**config.mk**
```make
export PLATFORM = sky130hd
export DESIGN_NAME = mic_sample_ram_writer
export DESIGN_NICKNAME = d
export VERILOG_FILES = /design/src/rtl/mic_sample_ram_writer.sv
export SDC_FILE = /design/constraint.sdc
export NUM_CORES = 1
export LEC_CHECK = 0
export CAP_MARGIN = 20
export CORE_MARGIN = 2
export CORE_UTILIZATION = 49
export DETAILED_ROUTE_END_ITERATION = 8
export PLACE_DENSITY_LB_ADDON = 0.05
export SLEW_MARGIN = 20
export SYNTH_ARGS = -nofsm -noshare
export SYNTH_HDL_FRONTEND = slang
export SYNTH_SLANG_ARGS = --single-unit
export TNS_END_PERCENT = 30
```
**constraint.sdc**
```tcl
create_clock -name clk -period 5.1 [get_ports clk]
set_input_delay 0.51 -clock clk [delete_from_list [all_inputs] [get_ports clk]]
set_output_delay 0.51 -clock clk [all_outputs]
set_load 0.1 [all_outputs]
```
**src/rtl/mic_sample_ram_writer.sv**
```systemverilog
// mic_sample_ram_writer: gathers one sample per mic into a frame, packs two per word,
// and writes frames into a ping-pong RAM buffer with host-acknowledged ready flags.
module mic_sample_ram_writer #(
  parameter int MIC_N  = 2,
  parameter int ADDR_W = 10
) (
  input  logic                 clk,
  input  logic                 reset,
  input  logic                 enable,
  input  logic [16*MIC_N-1:0]  sample_data,
  input  logic [MIC_N-1:0]     sample_valid,
  input  logic [1:0]           host_ack,
  input  logic                 clear_status,
  output logic [ADDR_W-1:0]    ram_address,
  output logic                 ram_chipselect,
  output logic                 ram_write,
  output logic [31:0]          ram_writedata,
  output logic [3:0]           ram_byteenable,
  output logic [1:0]           buf_ready,
  output logic                 buf_overflow,
  output logic                 frame_overrun,
  output logic [31:0]          frame_count
);
  localparam int WPF = (MIC_N + 1) / 2;
  localparam int IW  = WPF > 1 ? $clog2(WPF) : 1;

  if (((1 << (ADDR_W - 1)) % WPF) != 0) begin : g_bad_geometry
    $error("RAM half size must be a multiple of words per frame");
  end

  typedef enum logic {IDLE, WRITE} state_t;

  state_t                 state;
  logic [IW-1:0]          idx;
  logic [ADDR_W-1:0]      wr_ptr;
  logic [16*MIC_N-1:0]    cap;
  logic [MIC_N-1:0]       mask, new_mask;
  logic [32*WPF-1:0]      nxt_f, shd_f;
  logic                   done, dup, last, busy, accept, drop;
  logic [ADDR_W-2:0]      lo;
  logic                   h;

  // nxt_f is the frame as it stands after this cycle's valids, so a frame
  // completing now can be written out on the very next cycle
  for (genvar k = 0; k < MIC_N; k++) begin : g_ch
    assign nxt_f[16*k +: 16] = (enable && sample_valid[k]) ? sample_data[16*k +: 16] : cap[16*k +: 16];
  end
  if (MIC_N % 2) begin : g_pad
    assign nxt_f[32*WPF-1 -: 16] = 16'h0000;
  end

  assign new_mask = enable ? (mask | sample_valid) : '0;
  assign done     = enable && (&new_mask);
  assign dup      = enable && (|(mask & sample_valid));
  assign last     = (state == WRITE) && (idx == IW'(WPF - 1));
  assign busy     = (state == WRITE) && !last;
  assign accept   = done && !busy;
  assign drop     = done && busy;
  assign lo       = ram_address[ADDR_W-2:0];
  assign h        = ram_address[ADDR_W-1];

  always_ff @(posedge clk or posedge reset)
    if (reset) begin
      mask <= '0;
      cap  <= '0;
    end else begin
      mask <= done ? '0 : new_mask;
      cap  <= nxt_f[16*MIC_N-1:0];
    end

  always_ff @(posedge clk or posedge reset)
    if (reset) begin
      state          <= IDLE;
      idx            <= '0;
      wr_ptr         <= '0;
      shd_f          <= '0;
      ram_address    <= '0;
      ram_chipselect <= 1'b0;
      ram_write      <= 1'b0;
      ram_writedata  <= '0;
      ram_byteenable <= '0;
      buf_ready      <= '0;
      buf_overflow   <= 1'b0;
      frame_overrun  <= 1'b0;
      frame_count    <= '0;
    end else begin
      if (accept || busy) begin
        state          <= WRITE;
        idx            <= accept ? '0 : idx + 1'b1;
        ram_address    <= wr_ptr;
        wr_ptr         <= wr_ptr + 1'b1;
        ram_chipselect <= 1'b1;
        ram_write      <= 1'b1;
        ram_byteenable <= 4'hF;
        ram_writedata  <= accept ? nxt_f[31:0] : shd_f[32*(int'(idx)+1) +: 32];
      end else begin
        state          <= IDLE;
        ram_chipselect <= 1'b0;
        ram_write      <= 1'b0;
        ram_byteenable <= 4'h0;
      end
      if (accept) shd_f <= nxt_f;
      if (last) frame_count <= frame_count + 1'b1;
      // flags are set from the write currently on the bus; sets beat clears
      buf_ready     <= (buf_ready & ~host_ack) | ((ram_write && (&lo)) ? (2'b01 << h) : 2'b00);
      buf_overflow  <= (buf_overflow & ~clear_status) | (ram_write && (lo == '0) && buf_ready[h]);
      frame_overrun <= (frame_overrun & ~clear_status) | dup | drop;
    end
endmodule

```
==> impl_metrics.ini, run 1 <==
[status]
outcome = completed

[setup_path]
setup.worst_path.end_class = output port
crit_family = buffers and inverters
timing.critical_path.from = ram_byteenable[2]
crit_cells = 1
crit_buf_inv = 1
crit_required_ns = 4.59
crit_fanout = 11
worstRegToRegCells = 4
start_kind = register
worst_setup_ep = ram_write
critPathArrivalTime_ns = 2.22
worst_r2r_startpoint = ram_byteenable[2]
maximum_cell_stage_delay_along_the_critical_path_ns = 1.20
category_of_the_critical_setup_timing_path = register to output port
reg2reg_end = frame_count[31]
worstPathCellList = clkdlybuf4s50_1
crit_path_top_delay_cell = clkdlybuf4s50_1
regToRegSetupSlack_ns = 2.79

[route]
drtPass1Iterations = 4
via_count = 3414
route.final.wire_length_microns = 10700
drt_first_iter_violations = 106
post_drt_via_cell_ratio = 5.10
ant_nets = 0
avgRoutedWirePerCell_microns = 15.9
drc = 0

[run]
drv_cap = 0

[floorplan]
die_width_microns = 106
fp.coreArea_sq_um = 10200
starting_utilization_of_the_core_area_pct = 49.9
die_area_sq_um = 11300
floorplan.die.height_microns = 106
rows = 37
pin_count = 124

[power]
cell_internal_pwr_mw = 2.25
clockPowerShare_pct = 29.4
leakage_nw = 2.98
power.share.sequential_pct = 33.0
total_power_mw = 3.95
vdd_drop_max_uv = 473
power-per-cell-area_nw_per_um2 = 565
power.switching_fraction_pct = 43.0
comb_power_share_pct = 37.6
netSwitchingPower_mw = 1.70

[synth]
syn-instance-count = 396
synth.area.mux_share_pct = 15.8
synth-adder-area-share_pct = 0.490
netlist_area_sq_um = 5110
synthSimpleGateAreaFrac_pct = 12.0
post_synth.cell_area_avg_sq_um = 12.9
postSynthNetCount = 438
seq_area_frac_synth_pct = 60.8
dominant_combinational_cell_family_by_area_after_synthesis = multiplexers
synth_xor_area_share_pct = 6.69
synth_seq_cells = 124
yosysWarningCount = 3
synth.distinct_cells = 35
synth_compound_area_share_pct = 1.27

[layout]
synthToLayoutAreaGrowth_pct = 37.1
fin_util_pct = 68.4
final_layout_size_suffix_gt1_share_pct = 15.6
design.final.nets = 562
seq_area_sq_um = 3100
antenna_cells = 0
count_of_fill_cells_added_during_filler_insertion = 798
multiInputGateArea_sq_um = 1860

[cts]
cts_tree = built
ctsHoldBuffers = 0
post_cts_resized = 0
cts_buf_count = 17
cts.sink_count = 124
skew_pair_late_insertion_delay_ns = 0.51
clock_tree.buffer_depth = 2
ctsRootBufferMaster = clkbuf_8
clkSlewWorstSetupHoldPaths_ns = 0.06
cts_max_level = 4
post_cts.repair.setup_buffers = 0

[timing]
final.period_utilization_pct = 53.5
setup_repair_after_global_routing_missed_its_margin = no
worst-slew-pin-transition_ns = 1.03
achievable-frequency_ghz = 0.367
slew_hr_pct = 30.9
final.setup_skew_ns = 0.0109
hold_ws_ns = 0.472
timing.final.hold_violations = 0
slew_violations = 0
setup_slack_ns = 2.37
finalSetupViolCount = 0
tns_ns = 0
layout_min_cycle_time_ns = 2.73

[grt]
maximum_number_of_pins_on_one_net_before_global_route_repair = 82
grtUsageTotal_pct = 20.2
grt_pass1_wl_microns = 17600
grt_remaining_overflow = 0
grt_antenna_before_repair = 0
first_global_vias = 3531

[placement]
pre_cts_setup_slack_ns = 2.13
hpwlAfterDp_microns = 7090
globalplace.congestion = 0.753
port-buffer-count = 123

[min_path]
holdCritPathClass = register to register
==> power groups by stage <==
stage                     sequential [mW]  clock, mW  combinational (mW)
after global routing                 1.33       1.23                1.54
after floorplan                      2.19          0               0.253
after CTS                            1.30       1.19                1.50
after global placement               1.31          0                1.48
after detailed placement             1.32          0                1.50
final                                1.30       1.16                1.49
==> worst min-delay path by stage <==
stage                         start              end  slack [ns]  cells past startpoint
floorplan                 wr_ptr[9]        wr_ptr[9]        0.45                      1
global placement    frame_count[31]  frame_count[31]        0.46                      1
detailed placement  frame_count[31]  frame_count[31]        0.47                      1
CTS                 frame_count[31]  frame_count[31]        0.47                      1
global route                cap[11]          cap[11]        0.50                      1
finish              frame_count[31]  frame_count[31]        0.47                      1
==> synthesized netlist by cell type <==
cell type,number,area share [%]
clkbuf_1,5,0.37
and4_1,5,0.86
or3_1,1,0.12
o22ai_1,2,0.24
mux2_4,1,0.29
xor2_1,5,0.86
mux2i_1,32,6.3
nand2_1,17,1.2
a32oi_1,1,0.17
nor4b_1,1,0.17
a32o_1,1,0.20
or2_1,1,0.12
and2_1,2,0.24
buf_6,2,0.44
or2_2,1,0.12
nor4_1,2,0.24
ha_1,2,0.49
o21ai_0,3,0.29
xnor2_1,34,5.8
nor2b_1,1,0.12
nor3_1,3,0.29
mux2_2,42,9.3
nand4b_1,1,0.17
and3_1,6,0.74
nor4_4,1,0.42
o21a_1,1,0.15
nand3_1,15,1.5
buf_4,5,0.74
buf_2,9,0.88
inv_1,7,0.51
o221a_1,1,0.22
dfrtp_1,124,61
or4b_2,1,0.20
nor2_1,41,3.0
nand4_1,20,2.5
==> area by class of cell <==
class | count | area share, %
Clock inverter | 12 | 1.95
Sequential cell | 124 | 44.3
Inverter | 7 | 0.447
Multi-Input combinational cell | 244 | 26.6
Timing Repair Buffer | 126 | 17.9
Clock buffer | 20 | 6.36
Tap cell | 136 | 2.43
==> sequential cells by signal, indices dropped and copies added, names as in the netlist <==
| name | flops |
|---|---|
| mask | 2 |
| wr_ptr | 10 |
| frame_overrun | 1 |
| frame_count | 32 |
| cap | 32 |
| idx | 1 |
| ram_address | 10 |
| ram_writedata | 32 |
| ram_byteenable | 1 |
| buf_ready | 2 |
| buf_overflow | 1 |
==> metal layers <==
layer  part of all wire, %  GRT usage [%]  vias to the layer above
met5                     0              0                        -
met4                   1.4           7.99                        0
met3                   4.5           4.72                       15
met2                    50           33.1                       77
met1                    44           26.3                     1705
li1                      -              -                     1617
==> through the flow <==
| step | instances | instance area (sq um) |
|---|---|---|
| 2_1_floorplan | 396 | 5110 |
| 3_3_place_gp | 637 | 6410 |
| 3_5_place_dp | 637 | 6410 |
| 4_1_cts | 669 | 7000 |
| 5_1_grt | 669 | 7000 |
| 6_report | 669 | 7000 |
==> logic make-up (layout without fill, tap and decap cells) <==
group / after synthesis / count (layout)
flip-flops: 124 / 124
AND/OR/NAND/NOR: 119 / 119
multiplexers: 75 / 75
XOR/XNOR: 39 / 39
buffers and inverters: 28 / 165
AO/OA/AOI/OAI: 9 / 9
adder cells (fa/ha/maj): 2 / 2
==> layout by cell type, fill, tap and decap left out, types with 6 or more instances in the layout <==
cell and instances:
clkbuf_16 16, clkdlybuf4s50_1 123, nand4_1 20, mux2i_1 32, mux2_2 42, dfrtp_1 124, nand2_1 17, and3_1 6
xnor2_1 34, inv_1 6, nand3_1 15, nor2_1 41
No activity file was read; power rests on OpenSTA's default activity.
==> run 2, diff against run 1 <==
==> constraint.sdc (replaced) <==
create_clock -name clk -period 2.7 [get_ports clk]
set_input_delay 0.27 -clock clk [delete_from_list [all_inputs] [get_ports clk]]
set_output_delay 0.27 -clock clk [all_outputs]
set_load 0.1 [all_outputs]
==> impl_metrics.ini, run 2 (synthesized netlist as in run 1, its figures left out) <==
[status]
outcome = completed

[timing]
setup_slack_ns = 0.676
tns_ns = 0
slew_hr_pct = 51.7
hold_ws_ns = 0.258
slew_violations = 0
final.period_utilization_pct = 75.0
final.setup_skew_ns = 0.00792
achievable-frequency_ghz = 0.494
setup_repair_after_global_routing_missed_its_margin = no
worst-slew-pin-transition_ns = 0.724
timing.final.hold_violations = 0
layout_min_cycle_time_ns = 2.02
finalSetupViolCount = 0

[cts]
post_cts.repair.setup_buffers = 0
clkSlewWorstSetupHoldPaths_ns = 0.06
post_cts_resized = 0
cts_buf_count = 17
cts_tree = built
ctsHoldBuffers = 0
cts.sink_count = 124
ctsRootBufferMaster = clkbuf_8
skew_pair_late_insertion_delay_ns = 0.51
cts_max_level = 4
clock_tree.buffer_depth = 2

[min_path]
holdCritPathClass = input port to asynchronous set/reset pin

[placement]
hpwlAfterDp_microns = 7180
port-buffer-count = 123
globalplace.congestion = 0.760
pre_cts_setup_slack_ns = 0.371

[power]
cell_internal_pwr_mw = 4.15
clockPowerShare_pct = 29.3
power-per-cell-area_nw_per_um2 = 1080
vdd_drop_max_uv = 747
power.share.sequential_pct = 33.5
netSwitchingPower_mw = 3.20
leakage_nw = 3.13
power.switching_fraction_pct = 43.6
comb_power_share_pct = 37.2

[route]
post_drt_via_cell_ratio = 5.16
drtPass1Iterations = 4
drc = 0
avgRoutedWirePerCell_microns = 15.9
via_count = 3474
drt_first_iter_violations = 129
ant_nets = 0
route.final.wire_length_microns = 10700

[setup_path]
critPathArrivalTime_ns = 2.41
start_kind = register
maximum_cell_stage_delay_along_the_critical_path_ns = 0.69
worst_r2r_startpoint = ram_byteenable[2]
setup.worst_path.end_class = register
crit_required_ns = 3.09
worstPathCellList = nand4b_1 -> nor4_4 -> nand4_1 -> xnor2_1
crit_fanout = 11
crit_path_top_delay_cell = nor4_4
category_of_the_critical_setup_timing_path = register to register
timing.critical_path.from = ram_byteenable[2]

[layout]
layout_common_cells = dfrtp_1 (124), buf_4 (90), mux2_2 (42)
final_layout_size_suffix_gt1_share_pct = 31.8
synthToLayoutAreaGrowth_pct = 33.6
antenna_cells = 0
mostFrequentLayoutCell = dfrtp_1
design.final.nets = 566
layout_top_registers = cap: 32 flops, frame_count: 32 flops, ram_writedata: 32 flops

[grt]
grt_antenna_before_repair = 0
first_global_vias = 3469
grt_pass1_wl_microns = 17400
grtUsageTotal_pct = 19.9
grt_remaining_overflow = 0
maximum_number_of_pins_on_one_net_before_global_route_repair = 74

[floorplan]
floorplan.die.height_microns = 106
die_width_microns = 106
fp.coreArea_sq_um = 10200
die_area_sq_um = 11300
starting_utilization_of_the_core_area_pct = 49.9
rows = 37
pin_count = 124

[run]
drv_cap = 0
run 2: changes by cell type in the layout (fill, tap and decap cells not counted), sizes merged:
| cell | delta |
|---|---|
| inv | -4 |
| clkbuf | -1 |
| buf | +88 |
| clkdlybuf4s50 | -84 |
| clkinv | +5 |
run 2: final cells by class:
cell class / instances / area (sq um)
Clock buffer: 19 / 432
Multi-Input combinational cell: 244 / 1860
Inverter: 7 / 30.0
Timing Repair Buffer: 130 / 1090
Fill cell: 784 / 3410
Sequential cell: 124 / 3100
Tap cell: 136 / 170
Clock inverter: 13 / 143
run 2: worst paths after layout:
path                                        end  slack [ns]  cells past startpoint
worst min register to register        wr_ptr[9]        0.48                      1
worst max-delay path            frame_count[28]        0.68                      4
min in group clk                   buf_ready[1]        0.33                      2
worst min-delay path            frame_count[10]        0.26                      3
max in group asynchronous               cap[30]        1.89                      3
worst max register to register  frame_count[28]        0.68                      4
run 2: worst max-delay path, delay by kind of cell, from the launching register on:
family	cells	cell delay [ns]
simple gates	3	1.21
flops	1	0.53
xor+xnor	1	0.17
run 2: metrics by stage:
stage	power [mW]	instance area [sq um]	std cells	utilization [%]
CTS	7.41	6820	673	66.7
floorplan	4.61	5110	396	-
detailed placement	5.24	6250	641	61.1
finish	7.35	6820	673	66.7
global route	7.63	6820	673	66.7
global placement	5.20	6250	641	61.1
run 2: power by group through the flow:
stage,Clock (mW),Sequential [mW],Combinational (mW)
detailed placement,0,2.49,2.75
floorplan,0,4.13,0.478
global placement,0,2.48,2.72
finish,2.16,2.46,2.73
CTS,2.19,2.47,2.75
global route,2.28,2.51,2.83
run 2: metal layers:
layer	routed length, microns	up-vias	track usage, %	part of all wire, %
li1	-	1627	-	-
met5	0	-	0	0
met1	4880	1741	27.2	46
met2	5110	98	31.1	48
met4	130	0	7.24	1.2
met3	567	8	5.21	5.3
==> patch 1: new RTL, settings of run 2 <==
Put one more register stage on the output `frame_overrun`, cleared by the reset. The value now appears one clock later. The other outputs are not delayed to match.
--- a/src/rtl/mic_sample_ram_writer.sv
+++ b/src/rtl/mic_sample_ram_writer.sv
@@ -23,6 +23,8 @@
 );
   localparam int WPF = (MIC_N + 1) / 2;
   localparam int IW  = WPF > 1 ? $clog2(WPF) : 1;
+
+  logic frame_overrun_s0;
 
   if (((1 << (ADDR_W - 1)) % WPF) != 0) begin : g_bad_geometry
     $error("RAM half size must be a multiple of words per frame");
@@ -81,7 +83,7 @@
       ram_byteenable <= '0;
       buf_ready      <= '0;
       buf_overflow   <= 1'b0;
-      frame_overrun  <= 1'b0;
+      frame_overrun_s0 <= 1'b0;
       frame_count    <= '0;
     end else begin
       if (accept || busy) begin
@@ -104,7 +106,15 @@
       // flags are set from the write currently on the bus; sets beat clears
       buf_ready     <= (buf_ready & ~host_ack) | ((ram_write && (&lo)) ? (2'b01 << h) : 2'b00);
       buf_overflow  <= (buf_overflow & ~clear_status) | (ram_write && (lo == '0) && buf_ready[h]);
-      frame_overrun <= (frame_overrun & ~clear_status) | dup | drop;
+      frame_overrun_s0 <= (frame_overrun_s0 & ~clear_status) | dup | drop;
     end
+  always_ff @(posedge clk or posedge reset) begin
+      if (reset) begin
+          frame_overrun <= '0;
+      end else begin
+          frame_overrun <= frame_overrun_s0;
+      end
+  end
+
 endmodule
 
Function: changed (a bounded check fails within 4 cycles, from zero or initial values and one cycle with reset high).
==> patch 1 against run 2 <==
- sequential share of layout area is 0.73 points lower
- total power shrank 0.98%
- setup slack improved by 0.069 ns
- critical path type unchanged
- wire length is 2.3% higher
- die area rose by 1.0%
- final area increased by 2.5%
- maximum frequency is 3.5% higher
- critical path depth is the same
- via count increased by 5.3%
- core utilization up 1.3 points
- synthesized area is 1.1% higher
- sequential cell count increased by 1
- first-iteration DRC count up 33%
- largest power group is now the clock network
==> patch 1: results <==
[outcome]
outcome = "complete, no violations"

[synthesis]
seq_area_frac_synth_pct = 60.61
synth_area_leaders = "dfrtp_1 61%, mux2_2 9.2%, nand2_1 5.9%, xnor2_1 5.8%, a21oi_1 3.2%"
synth_cell_types = 38
synth_commonest_cells = "125 x dfrtp_1, 81 x nand2_1, 42 x mux2_2"
ys_async_sr_fraction_pct = 100.0

[global_route]
grt_pass1_wl_mm = 17.85
grt_max_degree = 76
grtUsageTotal_pct = 20.10
grt_pass1_vias = 3622

[detailed_routing]
drt_iter0_drc = 172
num_vias = 3658
met1_length_mm = 4.784
wl_per_cell_um = 15.39
route.met2.wl_mm = 5.443
wl_met3_um = 561
via_per_inst = 5.152

[place]
dp_hpwl_mm = 7.236
placed_area_mm2 = 0.006329
gp_congestion = 0.7675
post-place-cells = 678
place_ws_ns = 0.6991
io_buffer_count = 123

[setup_path]
cp_data_arrival_time_ns = 2.35
worst-path-max-fanout = 13

[cells_and_area]
layout.nets = 603
drive_gt1_share_pct = 30.66

[power]
vdd.ir_drop.worst_mv = 0.7228
p_sw_mw = 2.876

[sta]
relSlewSlack_pct = 55.66
[patch 1: cell types whose count changed in the layout (fill, tap and decap cells not counted), moves of 3 or more]
cell       before  now
bufinv_16       2    5
mux2i_1        32    1
a21oi_1         0   33
nand2_1        17   81
and4_1          5    1
buf_4          90   87
nor2_1         41    6
clkinv_4        5    2
[patch 1: power by group through the flow]
stage	clock network, mW	registers, mW	logic (mW)
2_1_floorplan	0	3.80	0.457
3_3_place_gp	0	2.45	2.34
3_5_place_dp	0	2.45	2.36
4_1_cts	2.55	2.43	2.37
5_1_grt	2.64	2.46	2.44
6_report	2.50	2.42	2.35
[patch 1: cell families (layout without fill, tap and decap cells)]
family,Yosys count,after routing,synth area share [%]
simple gates,153,153,15.37
flops,125,125,60.61
mux,43,43,9.358
compound gates,42,42,4.631
xor+xnor,40,40,6.788
buf+inv,28,169,2.764
fa+ha+maj,2,2,0.4848
[patch 1: worst max-delay path, cell delays in order (launching register included)]
cell,delay (ns)
dfrtp_1,0.65
nand2b_4,0.15
nor4_4,0.65
nand4_1,0.21
xnor2_1,0.17
[patch 1: worst paths after layout]
path,from,endpoint,slack [ns],cells past startpoint
worst max-delay path,ram_byteenable[2]$_DFF_PP0_,frame_count[21]$_DFFE_PP0P_,0.75,4
worst min-delay path,reset,cap[22]$_DFF_PP0_,0.21,3
worst max register to register,ram_byteenable[2]$_DFF_PP0_,frame_count[21]$_DFFE_PP0P_,0.75,4
worst min register to register,frame_overrun_s0$_DFF_PP0_,frame_overrun$_DFF_PP0_,0.39,0
max in group asynchronous,reset,cap[0]$_DFF_PP0_,2.12,3
min in group clk,host_ack[0],buf_ready[0]$_DFF_PP0_,0.32,2
[patch 1: final cells by class]
class | count | area (µm²)
clock buffer | 20 | 455.4
tap | 136 | 170.2
multi-input combinational | 280 | 1893
inverter | 8 | 33.78
fill | 806 | 3287
timing repair buffer | 129 | 1104
sequential | 125 | 3128
clock inverter | 12 | 206.4
[patch 1: routing by layer]
metal | vias up | GRT usage [%]
met5 | - | 0
li1 | 1738 | -
met1 | 1817 | 26.76
met3 | 10 | 5.410
met4 | 0 | 7.885
met2 | 93 | 31.62
==> patch 2: new RTL, config.mk and constraints of run 2 <==
Without the edit above. Change the parameter `ADDR_W` from 10 to 9.
--- a/src/rtl/mic_sample_ram_writer.sv
+++ b/src/rtl/mic_sample_ram_writer.sv
@@ -2,7 +2,7 @@
 // and writes frames into a ping-pong RAM buffer with host-acknowledged ready flags.
 module mic_sample_ram_writer #(
   parameter int MIC_N  = 2,
-  parameter int ADDR_W = 10
+  parameter int ADDR_W = 9
 ) (
   input  logic                 clk,
   input  logic                 reset,
Interface: changed (resized ram_address); port bits go from 124 to 123. The function was not compared with the original's and may differ.
==> patch 2 against run 2 <==
- synthesized area is 0.54% lower
- maximum frequency is 0.41% lower
- global-route usage is 0.088 points higher
- wire length is 1.0% lower
- setup slack worse by 0.0083 ns
- sequential cell count is 2 lower
- clock power is 2% higher
- final area is 0.27% lower
- total power is 0.59% lower
- cell count is 0.45% higher
- via count is 0.46% lower
- critical path type unchanged
- highest routed layer unchanged
==> patch 2: results <==
[cells_and_area]
layout.nets = 569
fillCellCount = 842
reg_top3 = "cap (32), frame_count (32), ram_writedata (32)"
drive_gt1_share_pct = 31.30

[place]
placed_area_mm2 = 0.006221
post-place-cells = 644
gp_congestion = 0.7709
dp_hpwl_mm = 6.979
io_buffer_count = 122
place_ws_ns = 0.7414

[synthesis]
synth-xor-area-share_pct = 6.726
synthAdderAreaFrac_pct = 0.4927
yosysWarnings = 3
synth_compound_area_share_pct = 1.207
seq_area_frac_synth_pct = 60.11
ys_async_sr_fraction_pct = 100.0
synth_commonest_cells = "122 x dfrtp_1, 42 x mux2_2, 42 x nor2_1"
synthesis.nets = 440
postSynthAreaPerCell_um2 = 12.76
synthMuxAreaShare_pct = 15.82
synth_area_leaders = "dfrtp_1 60%, mux2_2 9.3%, mux2i_1 6.5%, xnor2_1 3.4%, xor2_1 3.3%"
synth_cell_types = 37

[power]
pwr-share-comb_pct = 36.7
vdd.ir_drop.worst_mv = 0.7046
seq_power_mw = 2.42
swShare_pct = 42.83
power_frac_seq_pct = 33.2
leakage_nw = 3.182

[detailed_routing]
via_per_inst = 5.115
drt_iter0_drc = 117
firstDrtPassIters = 4
wl_mm = 10.57
num_vias = 3458

[sta]
fin_hold_ws_ns = 0.2774
fin_worst_skew_ns = 0.01010
fmax_ghz = 0.4921
worst_slew_pin_slew_ns = 0.6356

[setup_path]
crit_path_end = "frame_count[30]$_DFFE_PP0P_"
crit_path_top_delay_cell = "or4_1"
cp_data_arrival_time_ns = 2.45
cpPeakStageDelay_ns = 0.64
cp-startpoint = "ram_byteenable[2]$_DFF_PP0_"
worst-path-max-fanout = 12
r2r_cells = 4
r2r-start = "ram_byteenable[2]$_DFF_PP0_"
rrSetupSlack_ns = 0.67

[clock_network]
cts_buffers = 17
cts_resized = 0
insertion_delay_ns = 0.50
clk_pin_slew_worst_paths_ns = 0.06
clock_tree.root_cell = "clkbuf_8"
cts_buffer_depth = 2
htree_levels = 4

[global_route]
antenna_found_initial = 0
grt_max_degree = 123
grtUsageTotal_pct = 20.04
grt_pass1_wl_mm = 17.37

[worst_hold_path]
hold_class = "input port to asynchronous set/reset pin"

[outcome]
outcome = "complete, no violations"
-- patch 2: per-layer routing --
metal,share of wire [%],vias up,global-route usage (%)
met5,0,-,0
li1,-,1641,-
met2,49,83,31.66
met3,4.7,10,5.937
met4,1.0,0,6.861
met1,46,1724,26.57
-- patch 2: kinds of logic after synthesis --
| logic type | Yosys count |
|---|---|
| flip-flops | 122 |
| AO/OA/AOI/OAI | 8 |
| adder cells (fa/ha/maj) | 2 |
| multiplexers | 75 |
| AND/OR/NAND/NOR | 126 |
| XOR/XNOR | 39 |
| buffers and inverters | 26 |
-- patch 2: area by class of cell --
cell class                 instances  area [µm²]  share of cell area [%]
clock buffer                      19       431.7                   6.344
clock inverter                    13       151.4                   2.225
inverter                           6       26.28                  0.3862
multi-input combinational        250        1886                   27.71
sequential                       122        3053                   44.87
tap                              136       170.2                   2.501
timing repair buffer             130        1086                   15.96
-- patch 2: worst max-delay path, delay by kind of cell (launching register included) --
family	cells	cell delay [ns]
xor+xnor	1	0.19
simple gates	3	1.21
flops	1	0.54
